$ cat config.mk
export PLATFORM = sky130hd
export DESIGN_NAME = sprite_io_arbiter_flat
export DESIGN_NICKNAME = d
export VERILOG_FILES = /design/src/rtl/sprite_io_arbiter_if.sv /design/src/rtl/sprite_io_arbiter.sv /design/src/flat_wrapper.sv
export SDC_FILE = /design/constraint.sdc
export NUM_CORES = 1
export LEC_CHECK = 0
export CAP_MARGIN = 20
export CORE_AREA = 2 2 99 120
export DETAILED_ROUTE_END_ITERATION = 8
export DIE_AREA = 0 0 101 122
export GPL_ROUTABILITY_DRIVEN = 0
export MAX_ROUTING_LAYER = met4
export PLACE_DENSITY_LB_ADDON = 0.2
export SLEW_MARGIN = 25
export SYNTH_ARGS = -nofsm -noshare
export SYNTH_HDL_FRONTEND = slang
export SYNTH_SLANG_ARGS = --single-unit
$ cat constraint.sdc
create_clock -name clock -period 3.01 [get_ports clock]
set_input_delay 0.301 -clock clock [delete_from_list [all_inputs] [get_ports clock]]
set_output_delay 0.301 -clock clock [all_outputs]
set_load 0.005 [all_outputs]
$ cat src/rtl/sprite_io_arbiter_if.sv
// Bus bundle between the CPU I/O port, the sprite renderer and the sprite RAM.
// The arbiter connects through the slave modport; the environment uses master.
interface sprite_io_arbiter_if #(
  parameter int DATA_WIDTH = 16,
  parameter int RAM_AW     = 9
);
  logic [15:0]           io_addr;
  logic                  io_write;
  logic [DATA_WIDTH-1:0] io_wr_data;
  logic [DATA_WIDTH-1:0] io_rd_data;
  logic                  vid_req;
  logic [RAM_AW-1:0]     vid_addr;
  logic                  vid_grant;
  logic                  vid_valid;
  logic [DATA_WIDTH-1:0] vid_rd_data;
  logic [RAM_AW-1:0]     ram_addr;
  logic                  ram_we;
  logic [DATA_WIDTH-1:0] ram_wr_data;
  logic [DATA_WIDTH-1:0] ram_rd_data;

  modport slave (
    input  io_addr, io_write, io_wr_data, vid_req, vid_addr, ram_rd_data,
    output io_rd_data, vid_grant, vid_valid, vid_rd_data, ram_addr, ram_we, ram_wr_data
  );

  modport master (
    output io_addr, io_write, io_wr_data, vid_req, vid_addr, ram_rd_data,
    input  io_rd_data, vid_grant, vid_valid, vid_rd_data, ram_addr, ram_we, ram_wr_data
  );
endinterface

$ cat src/rtl/sprite_io_arbiter.sv
// Shares the sprite attribute RAM between posted CPU I/O writes (via a small FIFO)
// and the video renderer, which has read priority up to a starvation limit.
module sprite_io_arbiter #(
  parameter int         DATA_WIDTH   = 16,
  parameter int         RAM_AW       = 9,
  parameter logic [3:0] IO_BASE      = 4'h8,
  parameter int         FIFO_DEPTH   = 4,
  parameter int         STARVE_LIMIT = 8
) (
  input logic clock,
  input logic reset,
  sprite_io_arbiter_if.slave bus
);
  localparam int PW = (FIFO_DEPTH > 1) ? $clog2(FIFO_DEPTH) : 1;
  localparam int CW = $clog2(FIFO_DEPTH) + 1;
  localparam int SW = $clog2(STARVE_LIMIT + 1);

  logic [RAM_AW-1:0]     fifo_addr [FIFO_DEPTH];
  logic [DATA_WIDTH-1:0] fifo_data [FIFO_DEPTH];
  logic [PW-1:0]         wr_ptr, rd_ptr;
  logic [CW-1:0]         count, count_nxt;
  logic [SW-1:0]         starve_cnt;
  logic                  overflow;
  logic                  vld_p1;

  logic sel, is_status, is_data;
  logic empty, full;
  logic wr_slot, vid_slot;
  logic push_req, push, pop, ovf_set, ovf_clr;

  function automatic logic [DATA_WIDTH-1:0] status_word(
    input logic ovf, input logic fl, input logic em, input logic [CW-1:0] cnt
  );
    logic [DATA_WIDTH-1:0] w;
    w       = '0;
    w[15]   = ovf;
    w[14]   = fl;
    w[13]   = em;
    w[3:0]  = 4'(cnt);
    return w;
  endfunction

  always_comb begin
    sel       = (bus.io_addr[15:12] == IO_BASE);
    is_status = sel && (bus.io_addr[11:0] == 12'hFFF);
    is_data   = sel && !is_status;
    empty     = (count == '0);
    full      = (count == CW'(FIFO_DEPTH));
    wr_slot   = !empty && (!bus.vid_req || starve_cnt == SW'(STARVE_LIMIT));
    vid_slot  = bus.vid_req && !wr_slot;
    pop       = wr_slot;
    push_req  = bus.io_write && is_data;
    // A full FIFO still accepts when the head leaves in the same cycle.
    push      = push_req && (!full || pop);
    ovf_set   = push_req && !push;
    ovf_clr   = bus.io_write && is_status && bus.io_wr_data[0];
    count_nxt = count + CW'(push) - CW'(pop);
  end

  always_comb begin
    bus.io_rd_data  = status_word(overflow, full, empty, count);
    bus.ram_we      = wr_slot && reset;
    bus.vid_grant   = vid_slot && reset;
    bus.ram_addr    = wr_slot ? fifo_addr[rd_ptr] : bus.vid_addr;
    bus.ram_wr_data = fifo_data[rd_ptr];
    bus.vid_valid   = vld_p1;
    bus.vid_rd_data = vld_p1 ? bus.ram_rd_data : '0;
  end

  always_ff @(posedge clock) begin
    if (!reset) begin
      wr_ptr     <= '0;
      rd_ptr     <= '0;
      count      <= '0;
      overflow   <= 1'b0;
      starve_cnt <= '0;
      vld_p1     <= 1'b0;
    end else begin
      if (push) wr_ptr <= wr_ptr + PW'(1);
      if (pop)  rd_ptr <= rd_ptr + PW'(1);
      count <= count_nxt;
      if (ovf_set)      overflow <= 1'b1;
      else if (ovf_clr) overflow <= 1'b0;
      if (wr_slot || count_nxt == '0) starve_cnt <= '0;
      else if (vid_slot && !empty)    starve_cnt <= starve_cnt + SW'(1);
      // stage p0 -> p1: RAM read issued on grant, data returns next cycle
      vld_p1 <= vid_slot;
    end
  end

  always_ff @(posedge clock) begin
    if (push) begin
      fifo_addr[wr_ptr] <= bus.io_addr[RAM_AW-1:0];
      fifo_data[wr_ptr] <= bus.io_wr_data;
    end
  end
endmodule

$ cat src/flat_wrapper.sv
// flat-port wrapper written by rule: the top's interface ports become plain ports
module sprite_io_arbiter_flat 
#(
  parameter int         DATA_WIDTH   = 16,
  parameter int         RAM_AW       = 9,
  parameter logic [3:0] IO_BASE      = 4'h8,
  parameter int         FIFO_DEPTH   = 4,
  parameter int         STARVE_LIMIT = 8
)
  (clock, reset, bus_io_addr, bus_io_write, bus_io_wr_data, bus_vid_req, bus_vid_addr, bus_ram_rd_data, bus_io_rd_data, bus_vid_grant, bus_vid_valid, bus_vid_rd_data, bus_ram_addr, bus_ram_we, bus_ram_wr_data);
  sprite_io_arbiter_if #(.DATA_WIDTH(DATA_WIDTH), .RAM_AW(RAM_AW)) bus_i ();
  input logic clock;
  input logic reset;
  input wire logic [$bits(bus_i.io_addr)-1:0] bus_io_addr;
  input wire logic [$bits(bus_i.io_write)-1:0] bus_io_write;
  input wire logic [$bits(bus_i.io_wr_data)-1:0] bus_io_wr_data;
  input wire logic [$bits(bus_i.vid_req)-1:0] bus_vid_req;
  input wire logic [$bits(bus_i.vid_addr)-1:0] bus_vid_addr;
  input wire logic [$bits(bus_i.ram_rd_data)-1:0] bus_ram_rd_data;
  output wire logic [$bits(bus_i.io_rd_data)-1:0] bus_io_rd_data;
  output wire logic [$bits(bus_i.vid_grant)-1:0] bus_vid_grant;
  output wire logic [$bits(bus_i.vid_valid)-1:0] bus_vid_valid;
  output wire logic [$bits(bus_i.vid_rd_data)-1:0] bus_vid_rd_data;
  output wire logic [$bits(bus_i.ram_addr)-1:0] bus_ram_addr;
  output wire logic [$bits(bus_i.ram_we)-1:0] bus_ram_we;
  output wire logic [$bits(bus_i.ram_wr_data)-1:0] bus_ram_wr_data;
  assign bus_i.io_addr = bus_io_addr;
  assign bus_i.io_write = bus_io_write;
  assign bus_i.io_wr_data = bus_io_wr_data;
  assign bus_i.vid_req = bus_vid_req;
  assign bus_i.vid_addr = bus_vid_addr;
  assign bus_i.ram_rd_data = bus_ram_rd_data;
  assign bus_io_rd_data = bus_i.io_rd_data;
  assign bus_vid_grant = bus_i.vid_grant;
  assign bus_vid_valid = bus_i.vid_valid;
  assign bus_vid_rd_data = bus_i.vid_rd_data;
  assign bus_ram_addr = bus_i.ram_addr;
  assign bus_ram_we = bus_i.ram_we;
  assign bus_ram_wr_data = bus_i.ram_wr_data;
  sprite_io_arbiter #(.DATA_WIDTH(DATA_WIDTH), .RAM_AW(RAM_AW), .IO_BASE(IO_BASE), .FIFO_DEPTH(FIFO_DEPTH), .STARVE_LIMIT(STARVE_LIMIT)) u_core (.clock(clock), .reset(reset), .bus(bus_i));
endmodule
==> impl_results.rst, run 1 <==
.. list-table::
   :header-rows: 1

   * - Metric
     - Value
   * - Run status
     - complete, no violations
   * - Synth Register Bits
     - 115
   * - Kind of critical path
     - reg -> out
   * - Element type at the critical path end
     - output pin
   * - Floorplan die width
     - 101 um
   * - Number of different library cells in the post-synthesis netlist
     - 41
   * - TritonCTS clock tree
     - done
   * - Worst Hold End
     - u_core.rd_ptr[1]$_SDFFE_PN0N_
   * - Critical Path Fanout Max
     - 11
   * - Cell breakdown of the critical path
     - inv_1 -> ha_1 -> nand3b_1 -> a21o_4 -> inv_4 -> buf_4 -> mux2_2 -> clkdlybuf4s50_1
   * - Number of port buffers
     - 110
   * - Count of endpoints failing setup in the final report
     - 0
   * - Overflow after GRT
     - 0
   * - FP Rows
     - 43
   * - Root buffer selected by CTS
     - sky130_fd_sc_hd__clkbuf_16
   * - Syn avg cell area
     - 18.45 sq um
   * - Detailed Route WL
     - 9204 um
   * - Count of final max-slew check failures
     - 0
   * - Bufs on Longest Clock Path
     - 2
   * - Reg2reg start
     - u_core.count[1]$_SDFF_PN0_
   * - Post-route cell area
     - 6703 sq um
   * - I/O pin count
     - 121
   * - Total of warnings raised by yosys
     - 0
   * - Maximum ir drop on the vdd rail
     - 0.0003872 V
   * - R2R Setup Slk
     - 250 ps
   * - Slew of the pin with the lowest slew margin
     - 732.3 ps
   * - Vias in the first global route
     - 2,805
   * - Total area of multi-input combinational cells
     - 1339 sq um
   * - Die area
     - 12,320 sq um
   * - Required time at the worst-slack endpoint
     - 2710 ps
   * - Nets
     - 461
   * - Die Y-Extent
     - 122 um
   * - Clock insertion delay at the later pin of the skew report
     - 410 ps
   * - Fraction of final layout cells with drive strength greater than 1
     - 0.1881
   * - Clock buffers created by TritonCTS
     - 17
   * - Sum of net half-perimeters after detailed placement
     - 6133 um
   * - Cell at the slowest stage of the critical path
     - sky130_fd_sc_hd__clkdlybuf4s50_1
   * - Number of remaining DRC errors
     - 0
   * - Diodes inserted
     - 0
   * - Post-route ant nets
     - 0
   * - Htree depth
     - 4
   * - Clk_skew
     - 20.91 ps
   * - Buf/Inv on CP
     - 4
   * - Biggest cell delay along the critical path
     - 470 ps
   * - CTS clk-pin slew, worst paths
     - 50 ps
   * - Starting utilization of the core area
     - 0.4262
   * - Register cell area after layout
     - 3304 sq um
   * - Post-Synthesis Cells
     - 261
   * - Number of cells on the worst reg-to-reg path
     - 14
   * - Final worst path period need
     - 2853 ps
   * - Power per standard cell area
     - 750.2 nW/um^2
   * - Largest area contributor in the synthesized netlist
     - sky130_fd_sc_hd__edfxtp_1
   * - Hold path cells
     - 2
   * - Number of hold violations in the final report
     - 0
   * - Drt pass-1 iters
     - 4
   * - Portion of the post-synthesis area used by sequential elements
     - 0.6859
   * - Data arrival time of the worst path
     - 2550 ps
   * - Wire length of the first global-routing pass
     - 14,230 um
   * - Setup Fix Bufs, Post-CTS
     - 0
   * - Area growth syn-to-layout
     - 39.18%
   * - Initial antenna violation count
     - 0
   * - Biggest area contributors in the synthesized netlist
     - sky130_fd_sc_hd__edfxtp_1 (62%), sky130_fd_sc_hd__mux4_2 (8.4%), sky130_fd_sc_hd__dfxtp_1 (6.2%)
   * - Maximum number of pins on one net before global-route repair
     - 26
   * - Syn Std Cell Area
     - 4816 sq um
   * - Period utilisation layout
     - 0.9477
   * - Post-DR wirelength/cell
     - 17.08 um
   * - Clock sink count
     - 115
   * - GRT Total Usage
     - 0.1644
   * - Launch point of the worst path
     - u_core.starve_cnt[0]$_SDFFE_PP0P_
   * - Routed via count
     - 2,669
   * - Total of max-cap violations
     - 0
   * - Start point of the worst hold path
     - u_core.rd_ptr[1]$_SDFFE_PN0N_
   * - Worst r2r dst
     - u_core.starve_cnt[0]$_SDFFE_PP0P_
   * - Type of element launching the critical path
     - flop
   * - Min-delay worst type
     - reg -> reg
   * - Portion of synthesized cell area occupied by the leading cell type
     - 0.6235
   * - Filler cell count
     - 882
   * - DRC marker count from the first detailed-route iteration
     - 128
   * - Count of hold buffers inserted by post-cts repair
     - 0
   * - Minimum hold slack
     - 484.3 ps
   * - Accumulated negative setup slack
     - 0 ps
   * - Via-to-Cell Ratio
     - 4.952
   * - Maximum clock rate
     - 350.6 MHz
   * - Placeable core area
     - 11,300 sq um
   * - Setup repair after global routing missed its margin
     - no
   * - Cell area after placement
     - 6085 sq um
   * - Tightest slew margin relative to the limit
     - 0.5112
   * - Family with the most delay on the worst path
     - buffers and inverters
   * - Reported leakage power
     - 2.338 nW
-- what timing repair did --
action	4_1_cts	5_1_grt
gates resized for setup	0	1
setup endpoints to repair	0	3
hold endpoints to repair	0	0
-- worst max-delay path by stage --
| stage | end | slack (ps) | depth (start not counted) |
|---|---|---|---|
| 6_report | bus_ram_addr[8] | 160 | 8 |
| 4_1_cts | bus_ram_addr[8] | 120 | 8 |
| 5_1_grt | bus_ram_addr[8] | 30 | 8 |
| 2_1_floorplan | u_core.starve_cnt[0]$_SDFFE_PP0P_ | 80 | 14 |
| 3_5_place_dp | u_core.starve_cnt[2]$_SDFFE_PP0P_ | 140 | 13 |
| 3_3_place_gp | u_core.starve_cnt[2]$_SDFFE_PP0P_ | 130 | 12 |
-- layout by cell type (no fill, tap or decap), drive strengths merged, types with 8 or more instances in the layout --
cell / netlist / routed
clkdlybuf4s50: 0 / 110
edfxtp: 100 / 100
and2: 26 / 26
mux4: 25 / 25
clkbuf: 3 / 21
dfxtp: 15 / 15
buf: 19 / 14
conb: 1 / 10
inv: 9 / 9
mux2: 9 / 9
nand2: 8 / 8
ha: 8 / 8
-- flip-flops by register name (all words and copies together), names as in the netlist, named ones only --
| name | cells |
|---|---|
| u_core.fifo_data | 64 |
| u_core.fifo_addr | 36 |
| u_core.count | 3 |
| u_core.wr_ptr | 2 |
| u_core.overflow | 1 |
| u_core.bus.vid_valid | 1 |
| u_core.rd_ptr | 2 |
| u_core.starve_cnt | 4 |
-- power by group --
| part | total [mW] | switching [mW] | internal [mW] |
|---|---|---|---|
| Sequential | 1.89 | 0.106 | 1.78 |
| Clock | 2.05 | 0.640 | 1.41 |
| Combinational | 1.09 | 0.361 | 0.724 |
-- Yosys cell counts --
| cell type | instances |
|---|---|
| sky130_fd_sc_hd__nand2_1 | 8 |
| sky130_fd_sc_hd__nand3b_1 | 1 |
| sky130_fd_sc_hd__clkinv_2 | 1 |
| sky130_fd_sc_hd__mux2_4 | 7 |
| sky130_fd_sc_hd__buf_6 | 2 |
| sky130_fd_sc_hd__a21oi_1 | 2 |
| sky130_fd_sc_hd__mux2_2 | 2 |
| sky130_fd_sc_hd__buf_8 | 1 |
| sky130_fd_sc_hd__inv_4 | 1 |
| sky130_fd_sc_hd__ha_1 | 8 |
| sky130_fd_sc_hd__a311oi_1 | 1 |
| sky130_fd_sc_hd__and3_1 | 3 |
| sky130_fd_sc_hd__xor2_1 | 1 |
| sky130_fd_sc_hd__and2_1 | 26 |
| sky130_fd_sc_hd__nor3_1 | 1 |
| sky130_fd_sc_hd__clkbuf_1 | 3 |
| sky130_fd_sc_hd__mux4_2 | 18 |
| sky130_fd_sc_hd__dfxtp_1 | 15 |
| sky130_fd_sc_hd__nand3_1 | 1 |
| sky130_fd_sc_hd__o21ai_0 | 1 |
| sky130_fd_sc_hd__or3b_2 | 1 |
| sky130_fd_sc_hd__o41ai_1 | 1 |
| sky130_fd_sc_hd__nand4_1 | 4 |
| sky130_fd_sc_hd__nor3b_1 | 1 |
| sky130_fd_sc_hd__conb_1 | 1 |
| sky130_fd_sc_hd__nor2b_1 | 1 |
| sky130_fd_sc_hd__or3_4 | 1 |
| sky130_fd_sc_hd__nor4_1 | 1 |
| sky130_fd_sc_hd__xnor2_1 | 4 |
| sky130_fd_sc_hd__nand2b_1 | 1 |
| sky130_fd_sc_hd__inv_1 | 8 |
| sky130_fd_sc_hd__fa_1 | 1 |
| sky130_fd_sc_hd__edfxtp_1 | 100 |
| sky130_fd_sc_hd__a21o_4 | 1 |
| sky130_fd_sc_hd__o311ai_0 | 1 |
| sky130_fd_sc_hd__buf_4 | 15 |
| sky130_fd_sc_hd__mux4_1 | 7 |
| sky130_fd_sc_hd__nor2_1 | 3 |
| sky130_fd_sc_hd__nor3b_2 | 1 |
| sky130_fd_sc_hd__mux2i_1 | 4 |
| sky130_fd_sc_hd__buf_2 | 1 |
-- through the flow --
step	instances	util	power, mW	setup WS [ps]
2_1_floorplan	270	-	2.526	76.77
3_3_place_gp	507	0.5385	3.009	128.9
3_5_place_dp	507	0.5385	3.016	140.4
4_1_cts	539	0.5932	5.082	123.1
5_1_grt	539	0.5932	5.247	27.55
6_report	539	0.5932	5.029	157.5
-- final cells by class --
class,count,area share
sequential,115,0.4930
clock buffer,21,0.06870
inverter,10,0.006160
clock inverter,11,0.02352
timing repair buffer,124,0.1837
tap,135,0.02520
multi-input combinational,123,0.1997
-- per-layer routing --
metal  vias to the layer above  track usage  wire length [um]
li1                       1252            -                 -
met4                         0      0.06419               115
met1                      1317       0.1910              3939
met3                         8      0.06139               512
met5                         -            -                 0
met2                        92       0.2600              4636
-- cells by family after synthesis --
family	share of synthesized area
DFF	0.6859
and+or+nand+nor	0.06729
muxes	0.1572
buffers and inverters	0.04313
adders and majority gates	0.02494
AOI/OAI and AO/OA	0.01169
xor gates and xnor gates	0.009093
other	0.0007787
-- worst reg2reg max path, cell delays in order, from the launching register on --
cell and delay [ps]:
sky130_fd_sc_hd__dfxtp_1 360, sky130_fd_sc_hd__or3_4 400, sky130_fd_sc_hd__clkinv_2 90, sky130_fd_sc_hd__a21o_4 130, sky130_fd_sc_hd__inv_4 30, sky130_fd_sc_hd__ha_1 260, sky130_fd_sc_hd__inv_1 60, sky130_fd_sc_hd__ha_1 130
sky130_fd_sc_hd__inv_1 50, sky130_fd_sc_hd__fa_1 370, sky130_fd_sc_hd__xnor2_1 140, sky130_fd_sc_hd__xnor2_1 140, sky130_fd_sc_hd__o311ai_1 260, sky130_fd_sc_hd__buf_4 180, sky130_fd_sc_hd__nor2_1 40
Power figures use the tool's default switching activity.
==> run 2, diff against run 1 <==
--- a/config.mk
+++ b/config.mk
@@ -6,9 +6,9 @@
 export NUM_CORES = 1
 export LEC_CHECK = 0
 export CAP_MARGIN = 20
-export CORE_AREA = 2 2 99 120
+export CORE_AREA = 2 2 93 113
 export DETAILED_ROUTE_END_ITERATION = 8
-export DIE_AREA = 0 0 101 122
+export DIE_AREA = 0 0 95 115
 export GPL_ROUTABILITY_DRIVEN = 0
 export MAX_ROUTING_LAYER = met4
 export PLACE_DENSITY_LB_ADDON = 0.2
==> constraint.sdc (replaced) <==
create_clock -name clock -period 3.4 [get_ports clock]
set_input_delay 0.34 -clock clock [delete_from_list [all_inputs] [get_ports clock]]
set_output_delay 0.34 -clock clock [all_outputs]
set_load 0.005 [all_outputs]
==> run 2 against run 1 <==
Against the previous run:
- sequential share of layout area grew 1.3 points
- non-clock buffer count shrank 4
- setup slack gained 380 ps
- wire length shrank 2.8%
- sequential power shrank 11%
- critical path type unchanged
- via count shrank 0.49%
- hold slack gained 12 ps
==> impl_results.rst, run 2 (synthesized netlist as in run 1, its figures left out) <==
.. list-table::
   :header-rows: 1

   * - Metric
     - Value
   * - Die area
     - 10,930 sq um (was 12,320 sq um)
   * - Accumulated negative setup slack
     - 0 ps (unchanged)
   * - Setup repair after global routing missed its margin
     - no (unchanged)
   * - Wire length of the first global-routing pass
     - 14,340 um (was 14,230 um)
   * - Htree depth
     - 4 (unchanged)
   * - Root buffer selected by CTS
     - sky130_fd_sc_hd__clkbuf_16 (unchanged)
   * - Setup Fix Bufs, Post-CTS
     - 0 (unchanged)
   * - Combinational fraction of design power
     - 0.228 (was 0.216)
   * - TritonCTS clock tree
     - done (unchanged)
   * - P_sw
     - 940.0 uW (was 1.107 mW)
   * - Maximum clock rate
     - 349.4 MHz
   * - Sum of net half-perimeters after detailed placement
     - 6060 um (was 6133 um)
   * - Drt pass-1 iters
     - 5 (was 4)
   * - Kind of critical path
     - reg -> out (unchanged)
   * - CTS clk-pin slew, worst paths
     - 50 ps (about the same)
   * - Slew of the pin with the lowest slew margin
     - 802.3 ps (was 732.3 ps)
   * - Count of hold buffers inserted by post-cts repair
     - 0 (unchanged)
   * - Max FFs per register
     - 64 (unchanged)
   * - Diodes inserted
     - 0 (unchanged)
   * - Element type at the critical path end
     - output pin (unchanged)
   * - Required time at the worst-slack endpoint
     - 3060 ps (was 2710 ps)
   * - Total of max-cap violations
     - 0 (unchanged)
   * - I/O pin count
     - 121 (unchanged)
   * - Clk pwr share
     - 0.364 (was 0.409)
   * - Power per standard cell area
     - 630.8 nW/um^2 (was 750.2 nW/um^2)
   * - Placeable core area
     - 9859 sq um (was 11,300 sq um)
   * - GRT Total Usage
     - 0.1897 (was 0.1644)
   * - Min-delay worst type
     - reg -> reg (unchanged)
   * - Final worst path period need
     - 2862 ps
   * - Clock insertion delay at the later pin of the skew report
     - 400 ps (was 410 ps)
   * - Reported leakage power
     - 2.261 nW (was 2.338 nW)
   * - Vias in the first global route
     - 2,875 (was 2,805)
   * - Maximum number of pins on one net before global-route repair
     - 26 (unchanged)
   * - Clk_skew
     - 6.344 ps (was 20.91 ps)
   * - Fraction of power consumed by sequential logic
     - 0.407 (was 0.376)
   * - Count of final max-slew check failures
     - 0 (unchanged)
   * - Cell breakdown of the critical path
     - inv_1 -> ha_1 -> nand3b_1 -> a21o_4 -> inv_4 -> buf_4 -> mux2_2 -> clkdlybuf4s50_1 (unchanged)
   * - Initial antenna violation count
     - 0 (unchanged)
   * - Final core occ
     - 0.6618 (was 0.5932)
   * - Nets
     - 457 (was 461)
   * - FP Rows
     - 40 (was 43)
   * - Routed via count
     - 2,656 (was 2,669)
   * - Post-route ant nets
     - 0 (unchanged)
   * - Area growth syn-to-layout
     - 35.49% (was 39.18%)
   * - Registers with the most flip-flops
     - u_core.fifo_data: 64 flops, u_core.fifo_addr: 36 flops, u_core.starve_cnt: 4 flops (unchanged)
   * - Post-DR wirelength/cell
     - 17.05 um (was 17.08 um)
   * - Most common cell after layout, fill and taps aside
     - sky130_fd_sc_hd__clkdlybuf4s50_1 (unchanged)
   * - Die Y-Extent
     - 115 um (was 122 um)
   * - Pre-CTS WS
     - 426.2 ps (was 140.4 ps)
   * - Maximum ir drop on the vdd rail
     - 0.0004238 V (was 0.0003872 V)
   * - Period utilisation layout
     - 0.8417
   * - Floorplan die width
     - 95 um (was 101 um)
   * - Number of port buffers
     - 110 (unchanged)
   * - Commonest cells after routing, fill and taps aside
     - sky130_fd_sc_hd__clkdlybuf4s50_1 (110), sky130_fd_sc_hd__edfxtp_1 (100), sky130_fd_sc_hd__and2_1 (26), sky130_fd_sc_hd__mux4_2 (18), sky130_fd_sc_hd__clkbuf_16 (17) (unchanged)
   * - Number of remaining DRC errors
     - 0 (unchanged)
   * - Detailed Route WL
     - 8950 um (was 9204 um)
   * - Bufs on Longest Clock Path
     - 2 (unchanged)
   * - Run status
     - complete, no violations (unchanged)
   * - Resized cells post-CTS
     - 0 (unchanged)
   * - Clock sink count
     - 115 (unchanged)
   * - Via-to-Cell Ratio
     - 5.059 (was 4.952)
   * - Tightest slew margin relative to the limit
     - 0.4644 (was 0.5112)
   * - Clock buffers created by TritonCTS
     - 17 (unchanged)
   * - Largest reg by FF count
     - u_core.fifo_data (unchanged)
   * - Number of hold violations in the final report
     - 0 (unchanged)
   * - Cell at the slowest stage of the critical path
     - sky130_fd_sc_hd__clkdlybuf4s50_1 (unchanged)
   * - Data arrival time of the worst path
     - 2520 ps (was 2550 ps)
   * - Slack of the critical path
     - 538.1 ps (was 157.5 ps)
   * - Cell-internal power
     - 3.176 mW (was 3.921 mW)
   * - Critical Path Fanout Max
     - 11 (unchanged)
   * - Biggest cell delay along the critical path
     - 480 ps (was 470 ps)
   * - Overflow after GRT
     - 0 (unchanged)
   * - DRC marker count from the first detailed-route iteration
     - 139 (was 128)
   * - Starting utilization of the core area
     - 0.4885 (was 0.4262)
   * - Type of element launching the critical path
     - flop (unchanged)
   * - Count of endpoints failing setup in the final report
     - 0 (unchanged)
   * - Fraction of final layout cells with drive strength greater than 1
     - 0.1604 (was 0.1881)
   * - Total power draw
     - 4.116 mW (was 5.029 mW)
   * - Net switching share of the total power
     - 0.2284 (was 0.2202)
run 2: cell count changes in the layout (fill, tap and decap cells not counted), moves of 2 or more:
cell / previous run / this run
sky130_fd_sc_hd__clkinvlp_4: 2 / 0
sky130_fd_sc_hd__buf_12: 2 / 0
sky130_fd_sc_hd__buf_4: 12 / 10
sky130_fd_sc_hd__bufinv_16: 4 / 1
sky130_fd_sc_hd__clkbuf_8: 2 / 0
sky130_fd_sc_hd__clkinv_1: 2 / 8
run 2: area by class of cell:
cell class                      instances  area [sq um]
Clock buffer                           20         436.7
Clock inverter                         11         70.07
Fill cell                             669          3334
Inverter                               10         41.29
Multi-Input combinational cell        123          1339
Sequential cell                       115          3304
Tap cell                              126         157.7
Timing Repair Buffer                  120          1176
run 2: metal layers:
| metal | vias up | global-route usage | share of wire |
|---|---|---|---|
| met3 | 9 | 0.08126 | 0.076 |
| met5 | - | - | 0 |
| met4 | 0 | 0.05990 | 0.010 |
| li1 | 1241 | - | - |
| met2 | 103 | 0.3097 | 0.51 |
| met1 | 1303 | 0.2104 | 0.40 |
run 2: final timing paths:
path / from / to / slack (ps) / cells past startpoint
hold / removal: u_core.starve_cnt[2]$_SDFFE_PP0P_ / u_core.starve_cnt[2]$_SDFFE_PP0P_ / 500 / 2
hold reg to reg: u_core.starve_cnt[2]$_SDFFE_PP0P_ / u_core.starve_cnt[2]$_SDFFE_PP0P_ / 500 / 2
setup / recovery: u_core.starve_cnt[0]$_SDFFE_PP0P_ / bus_ram_addr[8] / 540 / 8
setup reg to reg: u_core.count[1]$_SDFF_PN0_ / u_core.starve_cnt[2]$_SDFFE_PP0P_ / 570 / 14
run 2: power groups by stage:
stage	combinational (mW)	clock [mW]	sequential, mW
after CTS	0.958	1.53	1.68
after detailed placement	0.952	0	1.71
after floorplan	0.607	0	1.63
after global placement	0.939	0	1.71
after global routing	1.02	1.60	1.69
final	0.940	1.50	1.68
run 2: critical path: cells and delay by family, from the launching register on:
kind,cells,cell delay (ps)
buffers and inverters,4,850
AOI/OAI and AO/OA,1,280
muxes,1,370
DFF,1,330
adders and majority gates,1,160
and+or+nand+nor,1,130
run 2: per-stage QoR:
stage	area, sq um	cells	hold WS [ps]
4_1_cts	6525	525	497.8
6_report	6525	525	496.7
5_1_grt	6525	525	511.2
3_3_place_gp	6018	494	480.2
2_1_floorplan	4850	270	438.9
3_5_place_dp	6018	494	491.4
==> run 3, diff against run 2 <==
--- a/config.mk
+++ b/config.mk
@@ -6,9 +6,9 @@
 export NUM_CORES = 1
 export LEC_CHECK = 0
 export CAP_MARGIN = 20
-export CORE_AREA = 2 2 93 113
+export CORE_AREA = 2 2 99 120
 export DETAILED_ROUTE_END_ITERATION = 8
-export DIE_AREA = 0 0 95 115
+export DIE_AREA = 0 0 101 122
 export GPL_ROUTABILITY_DRIVEN = 0
 export MAX_ROUTING_LAYER = met4
 export PLACE_DENSITY_LB_ADDON = 0.2
==> constraint.sdc (replaced) <==
create_clock -name clock -period 2.6 [get_ports clock]
set_input_delay 0.26 -clock clock [delete_from_list [all_inputs] [get_ports clock]]
set_output_delay 0.26 -clock clock [all_outputs]
set_load 0.005 [all_outputs]
==> run 3 against run 2 <==
Against the previous run:
- the run now ends with negative setup slack left
- sequential power increased by 29%
- first-iteration DRC count decreased by 35%
- die area increased by 13%
- design area increased by 7.6%
- non-clock buffer count increased by 25
- clock power increased by 59%
- setup slack got worse by 550 ps
- sequential cell count unchanged
- wire length increased by 9.1%
- global-route usage decreased by 2.0 points
- via count increased by 4.3%
==> impl_results.rst, run 3 (synthesized netlist as in run 1, its figures left out) <==
.. list-table::
   :header-rows: 1

   * - Metric
     - Value
   * - Count of final max-slew check failures
     - 0 (unchanged)
   * - R2R Setup Slk
     - -10 ps (was 570 ps)
   * - Post-route ant nets
     - 0 (unchanged)
   * - Vias in the first global route
     - 2,883 (was 2,875)
   * - Required time at the worst-slack endpoint
     - 2880 ps (was 3060 ps)
   * - Slew of the pin with the lowest slew margin
     - 513.0 ps (was 802.3 ps)
   * - Largest reg by FF count
     - u_core.fifo_data (unchanged)
   * - Die Y-Extent
     - 122 um (was 115 um)
   * - Routed via count
     - 2,771 (was 2,656)
   * - Type of element launching the critical path
     - flop (unchanged)
   * - Drt pass-1 iters
     - 4 (was 5)
   * - Min-delay worst type
     - reg -> reg (unchanged)
   * - Maximum clock rate
     - 382.5 MHz
   * - Buf/Inv on CP
     - 4 (unchanged)
   * - Diodes inserted
     - 0 (unchanged)
   * - Slack of the critical path
     - -14.12 ps (was 538.1 ps)
   * - Nets
     - 482 (was 457)
   * - Cell breakdown of the critical path
     - inv_2 -> ha_4 -> nand3b_1 -> a21o_4 -> inv_8 -> ha_4 -> inv_2 -> ha_4 -> inv_2 -> fa_2 -> xnor2_2 -> xnor2_2 -> o311ai_4 -> nor2_1 (was inv_1 -> ha_1 -> nand3b_1 -> a21o_4 -> inv_4 -> buf_4 -> mux2_2 -> clkdlybuf4s50_1)
   * - Worst Hold End
     - u_core.rd_ptr[1]$_SDFFE_PN0N_ (was u_core.starve_cnt[2]$_SDFFE_PP0P_)
   * - Registers with the most flip-flops
     - u_core.fifo_data: 64 flops, u_core.fifo_addr: 36 flops, u_core.starve_cnt: 4 flops (unchanged)
   * - Worst r2r dst
     - u_core.starve_cnt[1]$_SDFFE_PP0P_ (was u_core.starve_cnt[2]$_SDFFE_PP0P_)
   * - Tightest slew margin relative to the limit
     - 0.6575 (was 0.4644)
   * - Reg2reg start
     - u_core.starve_cnt[0]$_SDFFE_PP0P_ (was u_core.count[1]$_SDFF_PN0_)
   * - Most common cell after layout, fill and taps aside
     - sky130_fd_sc_hd__clkdlybuf4s50_1 (unchanged)
   * - Count of endpoints failing setup in the final report
     - 2 (was 0)
   * - Maximum ir drop on the vdd rail
     - 0.0005021 V (was 0.0004238 V)
   * - Family with the most delay on the worst path
     - adder cells (was buffers and inverters)
   * - Root buffer selected by CTS
     - sky130_fd_sc_hd__clkbuf_16 (unchanged)
   * - Kind of critical path
     - reg -> reg (was reg -> out)
   * - Max FFs per register
     - 64 (unchanged)
   * - Wire length of the first global-routing pass
     - 14,810 um (was 14,340 um)
   * - Sum of net half-perimeters after detailed placement
     - 6708 um (was 6060 um)
   * - Power per standard cell area
     - 862.7 nW/um^2 (was 630.8 nW/um^2)
   * - Reported leakage power
     - 2.548 nW (was 2.261 nW)
   * - Setup repair after global routing missed its margin
     - yes (was no)
   * - Period utilisation layout
     - 1.005
   * - Commonest cells after routing, fill and taps aside
     - sky130_fd_sc_hd__clkdlybuf4s50_1 (101), sky130_fd_sc_hd__edfxtp_1 (100), sky130_fd_sc_hd__buf_4 (30), sky130_fd_sc_hd__and2_1 (26) (was sky130_fd_sc_hd__clkdlybuf4s50_1 (110), sky130_fd_sc_hd__edfxtp_1 (100), sky130_fd_sc_hd__and2_1 (26), sky130_fd_sc_hd__mux4_2 (18), sky130_fd_sc_hd__clkbuf_16 (17))
   * - TritonCTS clock tree
     - done (unchanged)
   * - Initial antenna violation count
     - 0 (unchanged)
   * - Violations in the final reports
     - negative setup slack
   * - Htree depth
     - 4 (unchanged)
   * - Clock sink count
     - 115 (unchanged)
   * - Number of cells on the worst reg-to-reg path
     - 14 (unchanged)
   * - Die area
     - 12,320 sq um (was 10,930 sq um)
   * - Detailed Route WL
     - 9767 um (was 8950 um)
   * - Clock buffers created by TritonCTS
     - 17 (unchanged)
   * - Clk_skew
     - 7.911 ps (was 6.344 ps)
   * - FP Rows
     - 43 (was 40)
   * - Start point of the worst hold path
     - u_core.rd_ptr[1]$_SDFFE_PN0N_ (was u_core.starve_cnt[2]$_SDFFE_PP0P_)
   * - Pre-CTS WS
     - -241.2 ps (was 426.2 ps)
   * - Final instance count without filler cells
     - 560 (was 525)
   * - Dpl cells
     - 525 (was 494)
   * - Count of hold buffers inserted by post-cts repair
     - 0 (unchanged)
   * - Floorplan die width
     - 101 um (was 95 um)
   * - Number of remaining DRC errors
     - 0 (unchanged)
   * - Via-to-Cell Ratio
     - 4.948 (was 5.059)
   * - Area growth syn-to-layout
     - 45.80% (was 35.49%)
   * - Number of port buffers
     - 110 (unchanged)
   * - CTS clk-pin slew, worst paths
     - 60 ps (was 50 ps)
   * - Post-DR wirelength/cell
     - 17.44 um (was 17.05 um)
   * - Element type at the critical path end
     - flop (was output pin)
   * - Clock insertion delay at the later pin of the skew report
     - 400 ps (about the same)
   * - Final worst path period need
     - 2614 ps
   * - Fraction of final layout cells with drive strength greater than 1
     - 0.2612 (was 0.1604)
   * - Overflow after GRT
     - 0 (unchanged)
   * - Data arrival time of the worst path
     - 2900 ps (was 2520 ps)
   * - GRT Total Usage
     - 0.1700 (was 0.1897)
   * - Placeable core area
     - 11,300 sq um (was 9859 sq um)
   * - Bufs on Longest Clock Path
     - 2 (unchanged)
   * - Total of max-cap violations
     - 0 (unchanged)
   * - DRC marker count from the first detailed-route iteration
     - 90 (was 139)
   * - Filler cell count
     - 853 (was 669)
   * - Cell at the slowest stage of the critical path
     - sky130_fd_sc_hd__fa_2 (was sky130_fd_sc_hd__clkdlybuf4s50_1)
   * - Critical Path Fanout Max
     - 4 (was 11)
   * - Starting utilization of the core area
     - 0.4262 (was 0.4885)
   * - Number of hold violations in the final report
     - 0 (unchanged)
   * - Run status
     - finished, violations left (was complete, no violations)
   * - Hold path cells
     - 2 (unchanged)
   * - Maximum number of pins on one net before global-route repair
     - 21 (was 26)
   * - Biggest cell delay along the critical path
     - 350 ps (was 480 ps)
   * - I/O pin count
     - 121 (unchanged)
==> run 3: tightest hold or removal path: stages (launching register included) <==
cell	delay (ps)
sky130_fd_sc_hd__dfxtp_1	300
sky130_fd_sc_hd__nand2_1	50
sky130_fd_sc_hd__mux2i_1	80
==> run 3: repair_timing <==
item,in CTS,in global routing
gates resized for setup,7,17
hold endpoints to repair,0,0
endpoints found under the setup margin,15,13
gates cloned,0,1
buffers inserted,2,0
pin swaps,5,5
==> run 3: power breakdown <==
| part | leakage, nW | internal (mW) | switching (mW) | total [mW] |
|---|---|---|---|---|
| Combinational | 1.23 | 0.969 | 0.540 | 1.51 |
| Sequential | 1.02 | 2.07 | 0.0851 | 2.16 |
| Clock | 0.298 | 1.64 | 0.753 | 2.39 |
==> run 3: area by class of cell <==
| class | instances | area (sq um) | share of cell area |
|---|---|---|---|
| clock buffers | 21 | 460.4 | 0.06557 |
| clock inverters | 11 | 157.7 | 0.02245 |
| inverters | 10 | 50.05 | 0.007128 |
| multi-input cells | 123 | 1418 | 0.2019 |
| flip-flops and latches | 115 | 3313 | 0.4718 |
| well taps | 135 | 168.9 | 0.02406 |
| repair buffers | 145 | 1454 | 0.2071 |
==> run 3: worst max-delay path by stage <==
stage / startpoint / to / slack (ps) / cells past startpoint
finish: u_core.starve_cnt[0]$_SDFFE_PP0P_ / u_core.starve_cnt[1]$_SDFFE_PP0P_ / -10 / 14
global route: u_core.starve_cnt[0]$_SDFFE_PP0P_ / u_core.starve_cnt[0]$_SDFFE_PP0P_ / -150 / 14
CTS: u_core.starve_cnt[1]$_SDFFE_PP0P_ / u_core.starve_cnt[0]$_SDFFE_PP0P_ / 0.8 / 14
detailed placement: bus_io_addr[1] / u_core.starve_cnt[0]$_SDFFE_PP0P_ / -240 / 11
global placement: bus_io_addr[1] / u_core.starve_cnt[2]$_SDFFE_PP0P_ / -170 / 11
floorplan: u_core.count[1]$_SDFF_PN0_ / u_core.starve_cnt[2]$_SDFFE_PP0P_ / -70 / 14
==> run 3: per-stage QoR <==
stage	power [mW]	utilization	cell area [sq um]	hold WS, ps	setup TNS, ps
after floorplan	2.983	-	4900	358.9	-273.8
after global placement	3.583	0.5560	6282	469.4	-679.9
after detailed placement	3.602	0.5560	6282	480.0	-944.3
after CTS	6.043	0.6141	6938	480.8	0
after global routing	6.302	0.6215	7022	489.7	-517.6
final	6.058	0.6215	7022	480.1	-20.09
==> run 3: per-layer routing <==
metal	GRT usage	routed length, um	vias to the layer above
li1	-	-	1298
met1	0.2002	4123	1390
met2	0.2800	5152	70
met3	0.04647	366	13
met4	0.06334	124	0
met5	-	0	-
